$ cat src/rtl/div_pkg.sv
// Shared widths, FSM state encoding and operand/result types for the quotient unit.
// The width constants are common with the upstream reciprocal stage.
package div_pkg;

   localparam int unsigned ARG_BIT_WIDTH = 32;
   localparam int unsigned PRECISION     = 64;
   localparam int unsigned CNT_WIDTH     = $clog2(ARG_BIT_WIDTH) + 1;

   typedef enum logic [2:0] {IDLE, MUL, REM, CORR, DONE} div_state_t;

   typedef logic [ARG_BIT_WIDTH-1:0] arg_t;
   typedef logic [PRECISION-1:0]     rec_t;
   typedef logic [ARG_BIT_WIDTH:0]   rem_ext_t;

   typedef struct packed {
      arg_t quotient;
      arg_t remainder;
      logic dvz_err;
   } result_t;

endpackage

$ cat src/rtl/recip_quotient_unit_if.sv
// Operand/result handshake bundle between the reciprocal stage, the quotient unit and
// its consumer.
interface recip_quotient_unit_if;
   import div_pkg::*;

   logic in_valid;
   logic in_ready;
   arg_t a;
   arg_t b;
   rec_t rec;
   logic dvz;
   logic out_valid;
   logic out_ready;
   arg_t quotient;
   arg_t remainder;
   logic dvz_err;

   modport master (
      output in_valid, a, b, rec, dvz, out_ready,
      input  in_ready, out_valid, quotient, remainder, dvz_err
   );

   modport slave (
      input  in_valid, a, b, rec, dvz, out_ready,
      output in_ready, out_valid, quotient, remainder, dvz_err
   );

endinterface

$ cat src/rtl/seq_shift_add_mul.sv
// Serial LSB-first shift-add multiplier with a truncated accumulator.
// start_i loads the operands and performs the first step in the same cycle.
module seq_shift_add_mul #(
   parameter int unsigned McandWidth  = 64,
   parameter int unsigned MplierWidth = 32,
   parameter int unsigned AccWidth    = 96,
   parameter int unsigned OutLsb      = 64,
   parameter int unsigned OutWidth    = 32
) (
   input  logic                   clk,
   input  logic                   rst_n,
   input  logic                   start_i,
   input  logic [McandWidth-1:0]  mcand_i,
   input  logic [MplierWidth-1:0] mplier_i,
   output logic                   done_o,
   output logic [OutWidth-1:0]    prod_o
);

   localparam int unsigned CntWidth = $clog2(MplierWidth) + 1;

   typedef logic [AccWidth-1:0] acc_t;

   acc_t                   acc_q, acc_d;
   acc_t                   mcand_q, mcand_d;
   acc_t                   mcand_ext;
   logic [MplierWidth-1:0] mplier_q, mplier_d;
   logic [CntWidth-1:0]    cnt_q, cnt_d;
   logic                   done_q, done_d;

   // Bits shifted past AccWidth are dropped, giving the product modulo 2^AccWidth.
   assign mcand_ext = acc_t'(mcand_i);

   always_comb begin
      acc_d    = acc_q;
      mcand_d  = mcand_q;
      mplier_d = mplier_q;
      cnt_d    = cnt_q;
      done_d   = 1'b0;
      if (start_i) begin
         acc_d    = mplier_i[0] ? mcand_ext : '0;
         mcand_d  = mcand_ext << 1;
         mplier_d = mplier_i >> 1;
         cnt_d    = CntWidth'(MplierWidth - 1);
      end else if (cnt_q != '0) begin
         acc_d    = acc_q + (mplier_q[0] ? mcand_q : '0);
         mcand_d  = mcand_q << 1;
         mplier_d = mplier_q >> 1;
         cnt_d    = cnt_q - CntWidth'(1);
         done_d   = (cnt_q == CntWidth'(1));
      end
   end

   always_ff @(posedge clk or negedge rst_n) begin
      if (!rst_n) begin
         acc_q    <= '0;
         mcand_q  <= '0;
         mplier_q <= '0;
         cnt_q    <= '0;
         done_q   <= 1'b0;
      end else begin
         acc_q    <= acc_d;
         mcand_q  <= mcand_d;
         mplier_q <= mplier_d;
         cnt_q    <= cnt_d;
         done_q   <= done_d;
      end
   end

   assign done_o = done_q;
   assign prod_o = acc_q[OutLsb +: OutWidth];

endmodule

$ cat src/rtl/recip_quotient_unit.sv
// Turns a Q0.PRECISION reciprocal into an exact quotient/remainder: estimate by multiply,
// back-multiply for the remainder, then one correction step.
module recip_quotient_unit
   import div_pkg::*;
(
   input logic                  clk,
   input logic                  rst_n,
   recip_quotient_unit_if.slave bus
);

   div_state_t state_q, state_d;
   arg_t       a_q, a_d;
   arg_t       b_q, b_d;
   result_t    res_q, res_d;
   logic       out_valid_q, out_valid_d;
   logic       in_ready_q, in_ready_d;

   logic       accept;
   logic       mul_start, mul_done;
   logic       rem_start, rem_done;
   arg_t       q_est;
   rem_ext_t   rem_prod;
   rem_ext_t   r_ext;

   assign accept    = bus.in_valid && in_ready_q;
   assign mul_start = accept && !bus.dvz;
   assign rem_start = (state_q == MUL) && mul_done;

   // q_est is at most one short, so the difference always fits in one extra bit.
   assign r_ext = {1'b0, a_q} - rem_prod;

   seq_shift_add_mul #(
      .McandWidth  (PRECISION),
      .MplierWidth (ARG_BIT_WIDTH),
      .AccWidth    (PRECISION + ARG_BIT_WIDTH),
      .OutLsb      (PRECISION),
      .OutWidth    (ARG_BIT_WIDTH)
   ) u_mul_est (
      .clk      (clk),
      .rst_n    (rst_n),
      .start_i  (mul_start),
      .mcand_i  (bus.rec),
      .mplier_i (bus.a),
      .done_o   (mul_done),
      .prod_o   (q_est)
   );

   seq_shift_add_mul #(
      .McandWidth  (ARG_BIT_WIDTH),
      .MplierWidth (ARG_BIT_WIDTH),
      .AccWidth    (ARG_BIT_WIDTH + 1),
      .OutLsb      (0),
      .OutWidth    (ARG_BIT_WIDTH + 1)
   ) u_mul_rem (
      .clk      (clk),
      .rst_n    (rst_n),
      .start_i  (rem_start),
      .mcand_i  (q_est),
      .mplier_i (b_q),
      .done_o   (rem_done),
      .prod_o   (rem_prod)
   );

   always_comb begin
      state_d = state_q;
      a_d     = a_q;
      b_d     = b_q;
      res_d   = res_q;
      case (state_q)
         IDLE: begin
            if (accept) begin
               a_d = bus.a;
               b_d = bus.b;
               if (bus.dvz) begin
                  res_d.quotient  = '1;
                  res_d.remainder = bus.a;
                  res_d.dvz_err   = 1'b1;
                  state_d         = DONE;
               end else begin
                  state_d = MUL;
               end
            end
         end
         MUL: if (mul_done) state_d = REM;
         REM: if (rem_done) state_d = CORR;
         CORR: begin
            if (r_ext >= {1'b0, b_q}) begin
               res_d.quotient  = q_est + arg_t'(1);
               res_d.remainder = r_ext[ARG_BIT_WIDTH-1:0] - b_q;
            end else begin
               res_d.quotient  = q_est;
               res_d.remainder = r_ext[ARG_BIT_WIDTH-1:0];
            end
            res_d.dvz_err = 1'b0;
            state_d       = DONE;
         end
         DONE: if (bus.out_ready) state_d = IDLE;
         default: state_d = IDLE;
      endcase
      out_valid_d = (state_d == DONE);
      in_ready_d  = (state_d == IDLE);
   end

   always_ff @(posedge clk or negedge rst_n) begin
      if (!rst_n) begin
         state_q     <= IDLE;
         a_q         <= '0;
         b_q         <= '0;
         res_q       <= '0;
         out_valid_q <= 1'b0;
         in_ready_q  <= 1'b0;
      end else begin
         state_q     <= state_d;
         a_q         <= a_d;
         b_q         <= b_d;
         res_q       <= res_d;
         out_valid_q <= out_valid_d;
         in_ready_q  <= in_ready_d;
      end
   end

   assign bus.in_ready  = in_ready_q;
   assign bus.out_valid = out_valid_q;
   assign bus.quotient  = res_q.quotient;
   assign bus.remainder = res_q.remainder;
   assign bus.dvz_err   = res_q.dvz_err;

endmodule
$ cat src/flat_wrapper.sv
// flat-port wrapper written by rule: the top's interface ports become plain ports
module recip_quotient_unit_flat import div_pkg::*;
  (clk, rst_n, bus_in_valid, bus_a, bus_b, bus_rec, bus_dvz, bus_out_ready, bus_in_ready, bus_out_valid, bus_quotient, bus_remainder, bus_dvz_err);
  recip_quotient_unit_if bus_i ();
  input logic clk;
  input logic rst_n;
  input wire logic [$bits(bus_i.in_valid)-1:0] bus_in_valid;
  input wire logic [$bits(bus_i.a)-1:0] bus_a;
  input wire logic [$bits(bus_i.b)-1:0] bus_b;
  input wire logic [$bits(bus_i.rec)-1:0] bus_rec;
  input wire logic [$bits(bus_i.dvz)-1:0] bus_dvz;
  input wire logic [$bits(bus_i.out_ready)-1:0] bus_out_ready;
  output wire logic [$bits(bus_i.in_ready)-1:0] bus_in_ready;
  output wire logic [$bits(bus_i.out_valid)-1:0] bus_out_valid;
  output wire logic [$bits(bus_i.quotient)-1:0] bus_quotient;
  output wire logic [$bits(bus_i.remainder)-1:0] bus_remainder;
  output wire logic [$bits(bus_i.dvz_err)-1:0] bus_dvz_err;
  assign bus_i.in_valid = bus_in_valid;
  assign bus_i.a = bus_a;
  assign bus_i.b = bus_b;
  assign bus_i.rec = bus_rec;
  assign bus_i.dvz = bus_dvz;
  assign bus_i.out_ready = bus_out_ready;
  assign bus_in_ready = bus_i.in_ready;
  assign bus_out_valid = bus_i.out_valid;
  assign bus_quotient = bus_i.quotient;
  assign bus_remainder = bus_i.remainder;
  assign bus_dvz_err = bus_i.dvz_err;
  recip_quotient_unit u_core (.clk(clk), .rst_n(rst_n), .bus(bus_i));
endmodule
$ cat config.mk
export PLATFORM = sky130hd
export DESIGN_NAME = recip_quotient_unit_flat
export DESIGN_NICKNAME = d
export VERILOG_FILES = /design/src/rtl/div_pkg.sv /design/src/rtl/recip_quotient_unit_if.sv /design/src/rtl/seq_shift_add_mul.sv /design/src/rtl/recip_quotient_unit.sv /design/src/flat_wrapper.sv
export SDC_FILE = /design/constraint.sdc
export NUM_CORES = 1
export LEC_CHECK = 0
export CAP_MARGIN = 10
export CORE_MARGIN = 2
export CORE_UTILIZATION = 30
export DETAILED_ROUTE_END_ITERATION = 8
export PLACE_DENSITY = 0.55
export REMOVE_ABC_BUFFERS = 1
export SETUP_SLACK_MARGIN = 0.5
export SYNTH_ARGS = -nofsm -noshare
export SYNTH_HDL_FRONTEND = slang
export SYNTH_SLANG_ARGS = --single-unit
$ cat constraint.sdc
create_clock -name clk -period 5.2 [get_ports clk]
set_input_delay 0.52 -clock clk [delete_from_list [all_inputs] [get_ports clk]]
set_output_delay 0.52 -clock clk [all_outputs]
set_load 0.02 [all_outputs]
# Word-level counts from Yosys, hierarchy flattened
# Cells that the tools add are included.
[totals] reg_bits=470 input_bits=133 output_inout_bits=67 word_cells=82
[classes] n_addsub=7 order_cmp=1 n_eq_ne=9 mux=34 reduce_logical=13
[ops] op="two-way mux 96 bit" n=5
[ops] op="two-way mux 33 bit" n=5
[ops] op="two-way mux 32 bit" n=5
[ops] op="two-way mux 65 bit" n=2
[ops] op="case mux 65 bit (2 select lines)" n=1
[ops] op="two-way mux 64 bit" n=2
[ops] op="adder 96 bit" n=1
[ops] op="adder 33 bit" n=1
[ops] op="greater-or-equal comparator 33 x 32 -> 1 bit" n=1
[ops] op="subtractor 32 x 33 -> 33 bit" n=1
[ops] op="adder 32 x 1 -> 32 bit (second input constant)" n=1
[ops] op="subtractor 32 bit" n=1
[ops] op="two-way mux 6 bit" n=4
[ops] op="two-way mux 3 bit" n=5
[ops] op="case mux 3 bit (5 select lines)" n=1
[ops] op="== test 6 x 1 -> 1 bit (second input constant)" n=2
[ops] op="nonzero test 6 bit" n=2
[ops] op="subtractor 6 x 1 -> 6 bit (second input constant)" n=2
[ops] op="== test 3 x 2 -> 1 bit (second input constant)" n=2
[ops] op="== test 3 bit (second input constant)" n=2
[ops] op="zero test 3 bit" n=2
[ops] op="nonzero test 2 bit" n=3
[ops] op="two-way mux 1 bit" n=4
[ops] op="== test 3 x 1 -> 1 bit (second input constant)" n=1
[ops] op="other kinds (6)" n=8

# Logic depth before layout (Yosys ltp)
[depth] depth_word=4 depth_mapped=26 mapped_depth_nobuf=24

# By module
# A second synthesis with hierarchy kept.
[unflattened] hier_cells=3883 hier_area_um2=32801.5
[by_module_without_submodules] mod="seq_shift_add_mul at u_core.u_mul_est" n_inst=1 cells_each=2087 area_each_um2=16882.4 seq_area_each_um2=5705.5
[by_module_without_submodules] mod="recip_quotient_unit" n_inst=1 cells_each=1068 area_each_um2=9439.1 seq_area_each_um2=3353.2
[by_module_without_submodules] mod="seq_shift_add_mul at u_core.u_mul_rem" n_inst=1 cells_each=728 area_each_um2=6480.0 seq_area_each_um2=2577.5

# Worst setup path before layout
# OpenSTA, ideal clock, no wires.
[synth_timing] path_kind="reg2reg" from="register u_core.a_q[0]" to="register u_core.res_q, in the netlist u_core.bus.quotient[10]" setup_ps=126 arrival_time_ps=4809 required_ps=5074 path_slack_ps=265 path_stages_with_launch=25 path_buffers=1 cell_sequence="dfrtp_1 > inv_1 > ha_1 > inv_1 > fa_1 > a21oi_1 > o211ai_1 > o221ai_2 > o311ai_4 > a31oi_4 > o21ai_2 > a21oi_1 > xnor2_1 > ha_1 > a21o_1 > a21o_1 > a21oi_1 > inv_1 > a221oi_2 > a211oi_2 > nor4b_4 > and4bb_1 > buf_2 > and3_1 > o32a_1"
[synth_via] elab_chain_cells=4
[synth_rtl] element="start: declaration" line_no="recip_quotient_unit.sv:12" text="arg_t a_q, a_d;"
[synth_rtl] element="start signal: assignment" line_no="recip_quotient_unit.sv:107" text="a_q <= '0;"
[synth_rtl] element="start signal: assignment" line_no="recip_quotient_unit.sv:114" text="a_q <= a_d;"
[synth_rtl] element="subtractor 32 x 33 -> 33 bit" line_no="recip_quotient_unit.sv:30" text="assign r_ext = {1'b0, a_q} - rem_prod;"
[synth_rtl] element="greater-or-equal comparator 33 x 32 -> 1 bit" line_no="recip_quotient_unit.sv:87" text="if (r_ext >= {1'b0, b_q}) begin"
[synth_rtl] element="two-way mux 64 bit" line_no="recip_quotient_unit.sv:87"
[synth_rtl] element="case mux 65 bit (2 select lines)" line_no="recip_quotient_unit.sv:69" text="case (state_q)"
[synth_rtl] element="end signal: assignment" line_no="recip_quotient_unit.sv:116" text="res_q <= res_d;"
[synth_rtl] element="end: declaration" line_no="recip_quotient_unit.sv:14" text="result_t res_q, res_d;"
# No other way between the ends.
# A chain may end at the register's enable or synchronous reset.

# Final worst setup path
[layout_timing] from="register u_core.u_mul_rem.acc_q[0], in the netlist u_core.u_mul_rem.prod_o[0]" to="register u_core.res_q, in the netlist u_core.bus.quotient[9]"
[layout_via] elab_chain_cells=4
[layout_rtl] element="start: declaration" line_no="seq_shift_add_mul.sv:23" text="acc_t acc_q, acc_d;"
[layout_rtl] element="start signal: assignment" line_no="seq_shift_add_mul.sv:55" text="acc_q <= '0;"
[layout_rtl] element="start signal: assignment" line_no="seq_shift_add_mul.sv:61" text="acc_q <= acc_d;"
[layout_rtl] element="subtractor 32 x 33 -> 33 bit" line_no="recip_quotient_unit.sv:30"
[layout_rtl] element="greater-or-equal comparator 33 x 32 -> 1 bit" line_no="recip_quotient_unit.sv:87"
[layout_rtl] element="two-way mux 64 bit" line_no="recip_quotient_unit.sv:87"
[layout_rtl] element="case mux 65 bit (2 select lines)" line_no="recip_quotient_unit.sv:69"
# No other way between the ends.

==> flow_summary.yaml <==
yosys:
  synthTopCellsByArea: "dfrtp_1 (36%), nand2_1 (8.6%), ha_1 (7.6%)"
  synth_top_family_by_area: "compound AO/OA/AOI/OAI gates"
  synthCells: 4068
  yosysUniqueCellTypes: 93
  synth.top_cell.area_share: 0.3601
  async_reset_ff_frac: 1.000
  muxShareOfSynthArea: 0.01955
  synth_flop_cell: "dfrtp_1"
  synth-xor-area-share: 0.04689
  synthAdderAreaFrac: 0.07798
  yosys.area_share.simple: 0.2237
  synth_top_cells_by_count: "nand2_1 (741), dfrtp_1 (465), a21oi_1 (431)"
  yosys_warnings: 0
  synth-edff-count: 0
  synth_compound_area_frac: 0.2257
  yosysSeqAreaShare: 0.3601
  synth_seq_cells: 465
  syn_avg_cell_area_um2: 7.944
  synth_top_cell_by_area: "dfrtp_1"
  syn_area_um2: 32310
  post-synth-top-count-cell: "nand2_1"
die:
  initial_core_util: 0.3023
  fp.dieW_um: 332.2
  die_h_um: 332.2
  fp-row-count: 120
  core_area_um2: 106900
  die_area_um2: 110400
  boundaryPins: 200
worst_setup_path:
  cp_max_fo: 4
  end_kind: "register"
  worstPathRequired_ps: 5730
  path_class: "register to register"
  critPathLaunchType: "register"
  crit_top_cell: "buf_4"
  max_stage_delay_ps: 410
  path_delay_family: "compound AO/OA/AOI/OAI gates"
  crit_buf_inv: 6
  critical_path.slowest_cell: "dfrtp_1"
  worst_ep_arrival_time_ps: 5750
clock_network:
  clk_latency_ps: 660
  numCtsBuffers: 56
  root_buffer: "clkbuf_16"
  clock_path_buffers: 3
  cts_max_level: 2
  cts_tree: "done"
  clock_sink_count: 465
  clkSlewWorstSetupHoldPaths_ps: 60
global_routing:
  grt_max_degree: 162
  grt-ovfl-total: 0
  grt_pass1_vias: 29390
  grt_pass1_wl_um: 166800
  track_usage: 0.1859
  antenna_found_initial: 3
placed_design:
  dp_slack_ps: -372.2
  dp_cells: 5577
  place_hpwl_um: 76230
  portBuffers: 199
  place.gp.congestion: 0.9210
sta:
  worstMarginPinSlew_ps: 911.9
  setup_violations: 3
  fin_ws_ps: -22.54
  grt_setup_unrepaired: "true"
  fin_worst_skew_ps: 19.42
  fin_crit_sh: 1.004
  finalMaxSlewViolations: 0
  min_period_ps: 5223
  slew_headroom: 0.3907
  finalHoldViolCount: 0
  fmax_mhz: 191.5
layout:
  stdcell_count: 5724
  final_util: 0.3688
  syn_to_final_growth_pct: 22.00
  nets: 4609
  drive_gt1_frac: 0.1030
power_and_ir_drop:
  p_per_area_nw_per_um2: 888.8
  peakVddDrop_mv: 0.5164
  p_leak_nw: 17.26
  power_frac_comb: 0.698
  power_mw: 35.04
  swShare: 0.4586
  internal_power_mw: 18.97
  p_seq_frac: 0.179
  clock_power_share: 0.123
  p_sw_mw: 16.07
drt:
  drc: 0
  dr.pass1.iters: 6
  drt_iter0_drc: 2124
  vias: 30040
  ant_nets: 0
  routed_wl_um: 106000
  via_per_inst: 5.248
  wl_per_cell_um: 18.51
min_path:
  worstHoldPathType: "primary input to register"
outcome:
  violations: "negative setup slack"
  status: "complete, but fails checks"
job:
  timing.max_cap.violations: 0
[state kept, by name (all words and copies together), names as in the netlist, 3 cells and up]
register	cells
u_core.bus.remainder	32
u_core.b_q	32
u_core.u_mul_rem.mcand_q	32
u_core.u_mul_est.cnt_q	6
u_core.u_mul_rem.prod_o	33
u_core.u_mul_est.mplier_q	31
u_core.bus.quotient	32
u_core.u_mul_est.mcand_q	95
u_core.a_q	32
u_core.u_mul_rem.cnt_q	6
u_core.u_mul_rem.mplier_q	31
u_core.u_mul_est.acc_q	95
u_core.state_q	3
[cells by family (layout without fill, tap and decap cells)]
| logic type | after synthesis | in the layout |
|---|---|---|
| and+or+nand+nor | 1586 | 1586 |
| AOI/OAI and AO/OA | 1194 | 1194 |
| DFF | 465 | 465 |
| buffers and inverters | 392 | 644 |
| adders and majority gates | 199 | 199 |
| xor gates and xnor gates | 173 | 173 |
| muxes | 59 | 59 |
| other | 0 | 1 |
[cell type report]
| class | instances | area (um^2) |
|---|---|---|
| well taps | 1403 | 1755 |
| inverters | 139 | 521.8 |
| clock inverters | 26 | 416.7 |
| multi-input cells | 3211 | 19680 |
| flip-flops and latches | 465 | 11640 |
| fillers | 11050 | 67480 |
| diodes | 1 | 2.502 |
| clock buffers | 75 | 1573 |
| repair buffers | 404 | 3830 |
[power by group through the flow]
stage,combinational [mW],sequential [mW],clock [mW]
finish,24.5,6.26,4.33
global route,26.9,6.46,4.57
CTS,23.6,6.26,4.43
detailed placement,21.8,6.30,0
global placement,21.6,6.27,0
floorplan,14.8,6.11,0
[path summary, 6_finish.rpt]
kind                                       startpoint                            to  slack, ps  cells past startpoint
max reg2reg                u_core.u_mul_rem.prod_o[0]        u_core.bus.quotient[9]        -20                     26
min                                        bus_rec[0]   u_core.u_mul_est.mcand_q[1]        410                      3
max                        u_core.u_mul_rem.prod_o[0]        u_core.bus.quotient[9]        -20                     26
min reg2reg                    u_core.bus.quotient[8]        u_core.bus.quotient[8]        510                      1
min in group asynchronous                       rst_n  u_core.u_mul_rem.mplier_q[2]        460                      2
max in group asynchronous                       rst_n  u_core.u_mul_est.mplier_q[0]       3510                      3
[per-stage QoR]
stage / hold slack [ps] / area (um^2) / setup TNS [ps]
6_report: 411.2 / 39420 / -24.83
5_1_grt: 412.6 / 39420 / -9418
4_1_cts: 368.5 / 39080 / 0
3_5_place_dp: 473.6 / 36480 / -13040
3_3_place_gp: 464.3 / 36480 / -8325
2_1_floorplan: 224.4 / 31350 / -645040
[what timing repair did]
action	4_1_cts	5_1_grt
setup buffers	24	16
hold endpoints to repair	73	0
setup endpoints to repair	65	87
pin swaps	65	41
gates resized for setup	60	47
hold buffers	1	0
cloned	4	0
[routing by layer]
| metal | share of wire | GRT usage | up-vias |
|---|---|---|---|
| li1 | - | - | 14750 |
| met4 | 0.026 | 0.05368 | 4 |
| met3 | 0.049 | 0.02820 | 139 |
| met2 | 0.47 | 0.3075 | 705 |
| met5 | 0.00031 | 0 | - |
| met1 | 0.46 | 0.2506 | 14450 |
[cell usage in the layout, fill, tap and decap left out, drive strengths merged, types with 11 or more instances in the layout]
cell type and count:
and4 14, a21boi 11, nor2b 26, o31ai 14, a21oi 431, inv 141
nand2b 20, clkdlybuf4s50 197, buf 204, nor4 20, and2 138, a31oi 220
and3 51, o211ai 18, clkbuf 75, o21bai 40, a211oi 33, o21a 15
mux2i 26, nor2 321, nor3 56, nand3 95, ha 195, o21ai 231
dfrtp 465, or3 15, nand2 741, clkinv 14, xnor2 110, nand4 45
xor2 63, mux2 33, a21o 87
[worst register-to-register path, stage by stage, from the launching register on]
cell and delay, ps:
dfrtp_1 410, ha_4 180, inv_2 50, fa_2 200, a21oi_2 70, o211ai_1 250, o221ai_4 190, o311ai_4 400
a31oi_4 150, o21ai_2 210, buf_4 160, a21oi_4 60, nand2b_1 110, xor2_2 100, ha_4 290, nand4_1 180
nor4_2 360, a21oi_2 90, a211oi_2 220, buf_4 180, nor4b_4 50, buf_4 180, buf_12 120, nor3_2 250
buf_4 200, a31oi_1 90, o32a_1 350
Note: power is estimated with default switching activity, not from simulation.
